**src/rtl/ref_clock_divider_pkg.sv**
```systemverilog
// Shared constants for the reference clock divider, also used by the system register file.
package ref_clock_divider_pkg;

  localparam int DIV_RATIO_WIDTH = 8;
  // Ratios at or below this value bypass the divider.
  localparam int DIV_BYPASS_MAX  = 1;

  typedef enum logic {
    PHASE_LOW  = 1'b0,
    PHASE_HIGH = 1'b1
  } div_phase_e;

endpackage

```
**src/rtl/ref_clock_divider.sv**
```systemverilog
// Integer clock divider with runtime ratio; odd ratios carry the extra cycle in the low phase.
//
//   state      | meaning
//   -----------|--------------------------------------------------
//   PHASE_LOW  | divided clock low, counting ceil(N/2) ref cycles
//   PHASE_HIGH | divided clock high, counting floor(N/2) ref cycles
module ref_clock_divider
  import ref_clock_divider_pkg::*;
#(
  parameter int RATIO_WIDTH = DIV_RATIO_WIDTH
) (
  input  logic                   i_ref_clk,
  input  logic                   i_rst,
  input  logic                   i_clk_en,
  input  logic [RATIO_WIDTH-1:0] i_div_ratio,
  output logic                   o_div_clk
);

  div_phase_e             phase_q;
  div_phase_e             phase_d;
  logic [RATIO_WIDTH-1:0] cnt_q;
  logic [RATIO_WIDTH-1:0] cnt_d;
  logic [RATIO_WIDTH-1:0] phase_last;
  logic                   active;
  logic                   div_q;

  assign active = i_clk_en && (i_div_ratio > RATIO_WIDTH'(DIV_BYPASS_MAX));

  // Phase length is taken from the live ratio, so a ratio change reshapes the
  // phase already in progress; >= lets an overshooting count toggle at once.
  always_comb begin
    phase_last = '0;
    cnt_d      = '0;
    phase_d    = PHASE_LOW;
    if (phase_q == PHASE_LOW) begin
      phase_last = (i_div_ratio - RATIO_WIDTH'(1)) >> 1;
    end else begin
      phase_last = (i_div_ratio >> 1) - RATIO_WIDTH'(1);
    end
    if (active) begin
      if (cnt_q >= phase_last) begin
        cnt_d = '0;
        case (phase_q)
          PHASE_LOW:  phase_d = PHASE_HIGH;
          PHASE_HIGH: phase_d = PHASE_LOW;
          default:    phase_d = PHASE_LOW;
        endcase
      end else begin
        cnt_d   = cnt_q + RATIO_WIDTH'(1);
        phase_d = phase_q;
      end
    end
  end

  always_ff @(posedge i_ref_clk) begin
    if (i_rst) begin
      cnt_q   <= '0;
      phase_q <= PHASE_LOW;
    end else begin
      cnt_q   <= cnt_d;
      phase_q <= phase_d;
    end
  end

  assign div_q     = (phase_q == PHASE_HIGH);
  assign o_div_clk = active ? div_q : i_ref_clk;

endmodule

```
**config.mk**
```make
export PLATFORM = sky130hd
export DESIGN_NAME = ref_clock_divider
export DESIGN_NICKNAME = d
export VERILOG_FILES = /design/src/rtl/ref_clock_divider_pkg.sv /design/src/rtl/ref_clock_divider.sv
export SDC_FILE = /design/constraint.sdc
export NUM_CORES = 1
export LEC_CHECK = 0
export ABC_CLOCK_PERIOD_IN_PS = 2300
export BUFFER_PORTS_ARGS = -buffer_cell sky130_fd_sc_hd__buf_4
export CORE_MARGIN = 10
export CORE_UTILIZATION = 49
export CTS_CLUSTER_SIZE = 12
export DETAILED_ROUTE_END_ITERATION = 7
export PLACE_DENSITY_LB_ADDON = 0.15
export SYNTH_ARGS = -nofsm -noshare
export SYNTH_HDL_FRONTEND = slang
export SYNTH_SLANG_ARGS = --single-unit
export TNS_END_PERCENT = 30
```
**constraint.sdc**
```tcl
create_clock -name i_ref_clk -period 2.3 [get_ports i_ref_clk]
set_input_delay 0.46 -clock i_ref_clk [delete_from_list [all_inputs] [get_ports i_ref_clk]]
set_output_delay 0.46 -clock i_ref_clk [all_outputs]
set_load 0.01 [all_outputs]
```
Word-level counts from Yosys, hierarchy flattened
Cells that the tools add are included.
Widths: inputs -> output; s select.
{ "op_classes": {"mul": 0, "addsub": 3, "n_shift": 0, "n_eq_ne": 0, "div": 0, "n_mux": 3, "n_reduce_logical": 3, "magnitude_cmp": 2, "bitwise_logic": 2} }
{ "op_table": {"columns": ["op", "count"], "rows": [
  ["$add 8x1->8 const B", 1],
  ["$ge 8x8->1", 1],
  ["$gt 8x1->1 const B", 1],
  ["$mux 8", 1],
  ["$sub 7x1->8 const B", 1],
  ["$sub 8x1->8 const B", 1],
  ["$reduce_or 3->1", 1],
  ["$not 1->1", 2],
  ["$pmux 1 s2", 1],
  ["$reduce_or 2->1", 1],
  ["$logic_and 1x1->1", 1],
  ["$mux 1", 1]
]} }
{ "totals": {"latchBits": 0, "mem_count": 0, "regBits": 9, "romBits": 0, "wordCells": 15, "mem_bits_rw": 0} }

Longest topological paths before layout
Gate-level depths: netlist (run 1).
{ "depth": {"depth_word": 4, "depth_mapped": 11, "depth_no_buf": 11} }

==> results of run 1 <==
[kinds of logic (layout without fill, tap and decap cells)]
logic type / Yosys count / in the layout
simple gates: 34 / 34
compound gates: 12 / 12
mux: 3 / 3
xor+xnor: 12 / 12
flops: 9 / 9
fa+ha+maj: 13 / 13
buf+inv: 7 / 42
[routing by layer]
metal	share of wire [%]	track usage, %	vias up
li1	-	-	377
met1	40	12.0	358
met2	53	18.5	15
met3	4.9	6.26	9
met4	2.1	6.58	0
met5	0	0	-
[flip-flops by register name, summed over array words and instances (netlist names)]
signal and count:
cnt_q 8, div_q 1
[tightest hold or removal path, stage by stage]
cell and delay, ps:
buf_4 90, a311oi_4 50, nand2b_1 60, mux2i_1 60
[metrics by stage]
step	cell area (µm²)	hold slack [ps]
after floorplan	838	430
after global placement	1050	450
after detailed placement	1050	450
after CTS	1120	396
after global routing	1160	414
final	1160	391
[path summary, 6_finish.rpt]
check,startpoint,end,cells after the start
setup / recovery,i_div_ratio[1],o_div_clk,8
hold / removal,i_rst,div_q,4
setup reg to reg,div_q,cnt_q[2],9
hold reg to reg,cnt_q[0],cnt_q[0],1
[layout make-up]
| type | instances | area (µm²) |
|---|---|---|
| multi-input cells | 74 | 663 |
| repair buffers | 28 | 210 |
| well taps | 16 | 20.0 |
| fillers | 121 | 380 |
| clock buffers | 8 | 56.3 |
| flip-flops and latches | 9 | 184 |
| inverters | 6 | 27.5 |
[timing repair]
item                                    CTS  global route
resized for setup                         4             6
hold buffers                              0             0
buffers inserted                          0             3
pin swaps                                 2             1
endpoints found under the setup margin   10            10
[power groups by stage]
stage | logic, µW | clock network [µW] | registers (µW)
6_report | 118 | 241 | 159
5_1_grt | 130 | 259 | 159
4_1_cts | 115 | 238 | 160
3_3_place_gp | 108 | 28.3 | 163
3_5_place_dp | 112 | 28.3 | 163
2_1_floorplan | 62.5 | 15.2 | 163
[synthesized netlist by cell type (all sizes together) (2+ instances only)]
master | instances | area (µm²)
mux2i | 2 | 20.0
nand2 | 8 | 30.0
o21a | 2 | 15.0
xnor2 | 5 | 43.8
inv | 6 | 22.5
nand3 | 4 | 20.0
dfxtp | 9 | 180
a21oi | 2 | 10.0
nor2 | 11 | 41.3
xor2 | 7 | 61.3
nor3 | 2 | 10.0
nor2b | 2 | 12.5
nand2b | 2 | 20.0
o21ai | 3 | 15.0
ha | 13 | 163
==> metrics.txt, run 1 <==
Fin Setup TNS 0 ps; clock share of power 46.6%; leading cell type in the layout, fill and taps excluded buf_4; layout cells sized above 1 40.0%; Detail Placement HPWL 1550 µm; nets 150; Antenna Diode Count 0; 1st-iter DRT viols 21; CP top delay family buffers and inverters; main combinational cell family by area after synthesis simple AND/OR/NAND/NOR gates; CP endpoint kind primary output; setup violators final 0; r2r setup slk 50 ps; Finished Core Util 75.3%; post-route minimum period 2270 ps; FF+latch count, synth 9; Synth Area in XOR/XNOR 12.8%; WP buf/inv 4; Data arrival, critical path 1810 ps; netlist area before placement 821 µm²; Routed WL per cell 14.7 µm; HP Class in2reg; most used cell, CP buf_4; Leak 0.000506 µW; syn nets 114; commonest cells after routing, fill and taps aside 29 x buf_4, 12 x ha_1, 11 x nor2_1, 8 x nand2_1, 8 x dfxtp_1; worst skew pair latency 380 ps; worst slew pin tran 372 ps; Simple-Gate Fraction of Synth Area 22.4%; worst-path cell chain buf_4 > inv_6 > buf_4 > ha_1 > or2_4 > a31oi_4 > mux2_4 > buf_4; Final Hold Viols 0; CP peak stage delay 320 ps; NetSw 150 µW; register area share after synthesis 22.0%; Crit Path Max Fanout 3; combinational group share of total power 22.8%; Final Power 519 µW; highest-delay cell along the critical path mux2_4; initial antenna violation count 0; Req. time, crit path 1840 ps; Synth Instances 90; switching share of total power 28.8%; final WL 2070 µm; IO buf count 11; mux cell area share after synthesis 3.81%; PwrDens 447 mW/mm²; Final WS setup 34.9 ps; Synth Area in Compound Gates 15.9%; pre-CTS setup slack -292 ps; Tcrit/Tclk final 98.5%; worst rel slew slack 75.2%; Post-synth EDFFs 0; Via density 5.38; all-layer global routing usage 11.6%; RSZ-0062 raised after global routing true; core region area 0.00154 mm²; num rows 14; Max Freq 441 MHz; via count 759; GP Congestion 0.792; Synth cell types 29; initial core utilization 53.2%; Slew Limit Fails 0; first-pass GRT wire length 3150 µm; Final Skew 1.33 ps; Post-Synth Adder-Cell Area 19.8%; Synth Warn # 0; CTS tree yes; Synth Flop Type dfxtp_1; startpoint type of the worst setup path primary input; fin cells 141; syn avg cell area 9.12 µm²; antenna-violating nets left 0; Max Cap Viol 0; TritonRoute pass-1 iters 4; P_int 369 µW; Flop pwr share 30.6%; Die W 60.9 µm; status complete, no violations; Die H 60.9 µm; dpl cells 131; GRT overflow 0; Setup CP Type in2out; largest net degree at the start of global routing 8; vias in the first global route 761; io pins 12; FFs w/ async S/R, synth 0%; VDD IR max 0.367 mV; Reg clk slew, reported paths 60 ps; drt drc 0; die area 0.00371 mm²; Area Overhead vs Synth 41.5%
No activity file was read; power rests on OpenSTA's default activity.
==> inputs of run 2 (changes only) <==
- PLACE_DENSITY_LB_ADDON: 0.15 -> 0.2
==> metrics.txt, run 2 (same netlist as run 1, synthesis figures left out) <==
R2R Path End cnt_q[2]; nets 147 (-2.0%); Die W 60.9 µm (unchanged); Area Overhead vs Synth 37.5%; commonest cells after routing, fill and taps aside 25 x buf_4, 12 x ha_1, 11 x nor2_1, 8 x nand2_1, 8 x dfxtp_1; post-route minimum period 2250 ps (-18.5 ps); Data arrival, critical path 1790 ps (-20 ps); fin cells 138 (-2.1%); CP startpoint i_ref_clk; first-pass GRT wire length 3040 µm (-3.5%); register area 181 µm² (-1.4%); IO buf count 11 (unchanged); initial antenna violation count 0 (unchanged); TritonRoute pass-1 iters 4 (unchanged); CTS tree yes; worst slew pin tran 356 ps (-15.9 ps); hold_buf cts 0 (unchanged); Via density 5.17 (-3.9%); io pins 12 (unchanged); layout cells sized above 1 36.9% (-3.1 points); 1st-iter DRT viols 5 (-76%); num rows 14 (unchanged); setup violators final 0 (unchanged); PwrDens 453 mW/mm² (+1.5%); worst rel slew slack 76.3% (+1.1 points); initial core utilization 53.2% (unchanged); worst skew pair latency 370 ps (about the same); number of flip-flops in the largest register 8 (unchanged); Antenna Diode Count 0 (unchanged); hold path startpoint i_rst; antenna-violating nets left 0 (unchanged); die area 0.00371 mm² (unchanged); startpoint type of the worst setup path clock port; Die H 60.9 µm (unchanged); r2r setup slk 120 ps (+70 ps); VDD IR max 0.433 mV (+18%); Final Hold Viols 0 (unchanged); hold depth 4 (unchanged); R2R cell count 9 (unchanged); Max Cap Viol 0 (unchanged); Req. time, crit path 1840 ps (about the same); worst min-delay path endpoint div_q; post-CTS setup buffer count 0 (unchanged); core region area 0.00154 mm² (unchanged); GRT overflow 0 (unchanged); leading cell type in the layout, fill and taps excluded buf_4; via count 714 (-5.9%); Crit Path Max Fanout 2 (-1); GP Congestion 0.754 (-4.8%); Finished Core Util 73.2% (-2.1 points); Setup CP Type clk2out; Final Skew 1.55 ps (+0.214 ps); Biggest register cnt_q; Reg clk slew, reported paths 60 ps (about the same); Routed WL per cell 12.9 µm (-12%); largest net degree at the start of global routing 8 (unchanged); post-place instance area 0.00105 mm² (unchanged); CP endpoint kind primary output; status complete, no violations; all-layer global routing usage 11.0% (-0.59 points); final WL 1780 µm (-14%); Slew Limit Fails 0 (unchanged); RSZ-0062 raised after global routing true; Leak 0.000489 µW (-3.4%); reg-to-reg critical path startpoint div_q; Fill cells 120 (-0.83%); HP Class in2reg; Design Area, Final 0.00113 mm² (-2.8%); drt drc 0 (unchanged); Max Freq 449 MHz (+1.6%); vias in the first global route 734 (-3.5%); dpl cells 131 (unchanged); Final Power 511 µW (-1.4%); Tcrit/Tclk final 97.7% (-0.80 points); Multi-input gate area 652 µm² (-1.7%); Detail Placement HPWL 1510 µm (-3.0%)
## run 2: cell count changes in the layout (fill, tap and decap cells not counted)
cell     previous run  this run
dfxtp_2             0         1
buf_6               0         1
buf_4              29        25
dfxtp_4             1         0
o21ai_2             1         0
nor2b_1             0         1
o21ai_1             0         1
nor2b_4             2         1
## run 2: final cells by class
type / instances / area share [%]
Multi-Input combinational cell: 74 / 57.8
Timing Repair Buffer: 25 / 17.0
Sequential cell: 9 / 16.1
Clock buffer: 8 / 4.99
Inverter: 6 / 2.44
Tap cell: 16 / 1.77
## run 2: worst max path at each step
stage	endpoint	cells after the start
after floorplan	cnt_q[1]	11
after global placement	cnt_q[1]	12
after detailed placement	cnt_q[2]	12
after CTS	cnt_q[2]	9
after global routing	cnt_q[2]	9
final	o_div_clk	4
## run 2: metal layers
metal	share of wire (%)	vias up	GRT usage, %
met5	0	-	0
met4	1.3	0	6.27
met3	5.2	4	6.47
met2	51	11	17.0
met1	42	326	11.5
li1	-	373	-
## run 2: metrics by stage
step	hold slack (ps)	setup WS [ps]	TNS, ps
2_1_floorplan	430	-37.8	-37.8
3_3_place_gp	446	-192	-1710
3_5_place_dp	450	-265	-2230
4_1_cts	403	24.8	0
5_1_grt	424	-10.8	-18.4
6_report	404	53.4	0
## run 2: critical path, stage by stage
cell and delay, ps:
clkbuf_4 110, clkbuf_4 120, mux2_4 260, buf_4 140
## run 2: repair_timing
| action | in CTS | in global routing |
|---|---|---|
| pin swaps | 1 | 3 |
| setup endpoints to repair | 7 | 10 |
| gates resized for setup | 3 | 4 |
| hold endpoints to repair | 0 | 0 |
| cloned | 0 | 0 |
## run 2: power breakdown
group | internal (µW) | switching [µW]
sequential | 158 | 1.97
combinational | 62.1 | 53.1
clock | 149 | 87.7
total | 369 | 143
==> inputs of run 3 (changes only) <==
- ABC_CLOCK_PERIOD_IN_PS: 2300 -> 1900
- clock period: 2.3 -> 1.9 ns (I/O delays scaled with it)
==> metrics.txt, run 3 (same netlist as run 1, synthesis figures left out) <==
TritonRoute pass-1 iters 4 (unchanged); largest net degree at the start of global routing 8 (unchanged); GRT overflow 0 (unchanged); vias in the first global route 763 (+4.0%); CTS tree yes; CP endpoint kind flip-flop; Tcrit/Tclk final 114%; RSZ-0062 raised after global routing true; dpl cells 135 (+3.1%); layout cells sized above 1 42.2% (+5.3 points); Detail Placement HPWL 1490 µm (-0.82%); Final Hold Viols 0 (unchanged); antenna-violating nets left 0 (unchanged); violated checks setup timing; clock share of power 43.2% (-3.0 points); Final WS setup -261 ps (-315 ps); Slew Limit Fails 0 (unchanged); Routed WL per cell 13.1 µm (+1.9%); worst rel slew slack 74.2% (-2.1 points); via count 744 (+4.2%); Die H 60.9 µm (unchanged); grt met1 use 12.1% (+0.57 points); setup violators final 10 (+10); nets 153 (+4.1%); combinational group share of total power 25.3% (+2.8 points); r2r setup slk -260 ps (-380 ps); worst skew pair latency 360 ps (about the same); Final Skew 7.78 ps (+6.23 ps); io pins 12 (unchanged); Finished Core Util 77.8% (+4.5 points); PwrDens 513 mW/mm² (+13%); leading cell type in the layout, fill and taps excluded buf_4; Setup CP Type reg2reg; num rows 14 (unchanged); Design Area, Final 0.00120 mm² (+6.2%); final WL 1890 µm (+6.4%); Die W 60.9 µm (unchanged); Flop pwr share 31.5% (+0.3 points); VDD IR max 0.622 mV (+44%); GP Congestion 0.767 (+1.7%); Max Cap Viol 0 (unchanged); busiest grt layer met2; initial antenna violation count 0 (unchanged); drt drc 0 (unchanged); Crit Path Max Fanout 7 (+5); Fin Setup TNS -2480 ps (-2480 ps); Area Overhead vs Synth 46.0%; initial core utilization 53.2% (unchanged); met3 Resource Use GR 7.10% (+0.63 points); status finished with violations; first-pass GRT wire length 3170 µm (+4.5%); Req. time, crit path 2140 ps (+300 ps); fin cells 144 (+4.3%); switching share of total power 27.0% (-0.89 points); grt met2 use 17.8% (+0.73 points); post-route minimum period 2160 ps; P_int 448 µW (+22%); number of flip-flops in the largest register 8 (unchanged); pre-CTS setup slack -603 ps (-338 ps); IO buf count 11 (unchanged); Data arrival, critical path 2400 ps (+610 ps); Leak 0.000525 µW (+7.5%); core region area 0.00154 mm² (unchanged); Biggest register cnt_q; Max Freq 463 MHz; Antenna Diode Count 0 (unchanged); post-place instance area 0.00109 mm² (+4.2%); NetSw 166 µW (+16%); all-layer global routing usage 11.3% (+0.24 points); 1st-iter DRT viols 16 (+11); HP Class in2reg; Reg clk slew, reported paths 60 ps (about the same); die area 0.00371 mm² (unchanged); commonest cells after routing, fill and taps aside 30 x buf_4, 12 x ha_1, 11 x nor2_1, 8 x nand2_1, 8 x dfxtp_1; startpoint type of the worst setup path flip-flop; worst slew pin tran 387 ps (+31.0 ps); Via density 5.17 (-0.14%)
-- run 3: timing repair --
| action | 4_1_cts | 5_1_grt |
|---|---|---|
| setup buffers | 1 | 1 |
| gates cloned | 0 | 0 |
| resized for setup | 6 | 4 |
| hold buffers | 0 | 0 |
| pin swaps | 1 | 1 |
| endpoints found under the setup margin | 10 | 10 |
-- run 3: layer usage --
layer / share of wire, % / up-vias
li1: - / 389
met1: 44 / 336
met2: 49 / 15
met3: 5.6 / 4
met4: 2.0 / 0
met5: 0 / -
-- run 3: metrics by stage --
step | power (µW) | hold slack [ps]
6_report | 614 | 327
4_1_cts | 624 | 321
2_1_floorplan | 293 | 430
5_1_grt | 673 | 314
3_5_place_dp | 377 | 461
3_3_place_gp | 372 | 450
-- run 3: power groups by stage --
stage               logic (µW)  clock network (µW)  registers (µW)
floorplan                 77.2                18.4             197
global placement           140                34.2             198
detailed placement         145                34.2             198
CTS                        152                 279             193
global route               171                 308             194
finish                     155                 266             194
-- run 3: path summary, 6_finish.rpt --
check	to	depth (start not counted)	startpoint
setup / recovery	cnt_q[6]	9	div_q
hold / removal	div_q	4	i_rst
setup reg to reg	cnt_q[6]	9	div_q
hold reg to reg	cnt_q[0]	1	cnt_q[0]
-- run 3: critical path, cell delays in order (launching register included) --
cell      delay (ps)
dfxtp_2          350
nor2b_2          190
o21ai_2           80
or3_1            320
xor2_1           150
ha_1             290
nand2_1           50
a211o_1          270
o211ai_4         270
nor2_1            80
-- run 3: cell type report --
| class | count | area [µm²] |
|---|---|---|
| timing repair buffer | 31 | 240 |
| inverter | 6 | 41.3 |
| fill | 114 | 343 |
| sequential | 9 | 181 |
| multi-input combinational | 74 | 659 |
| tap | 16 | 20.0 |
| clock buffer | 8 | 56.3 |
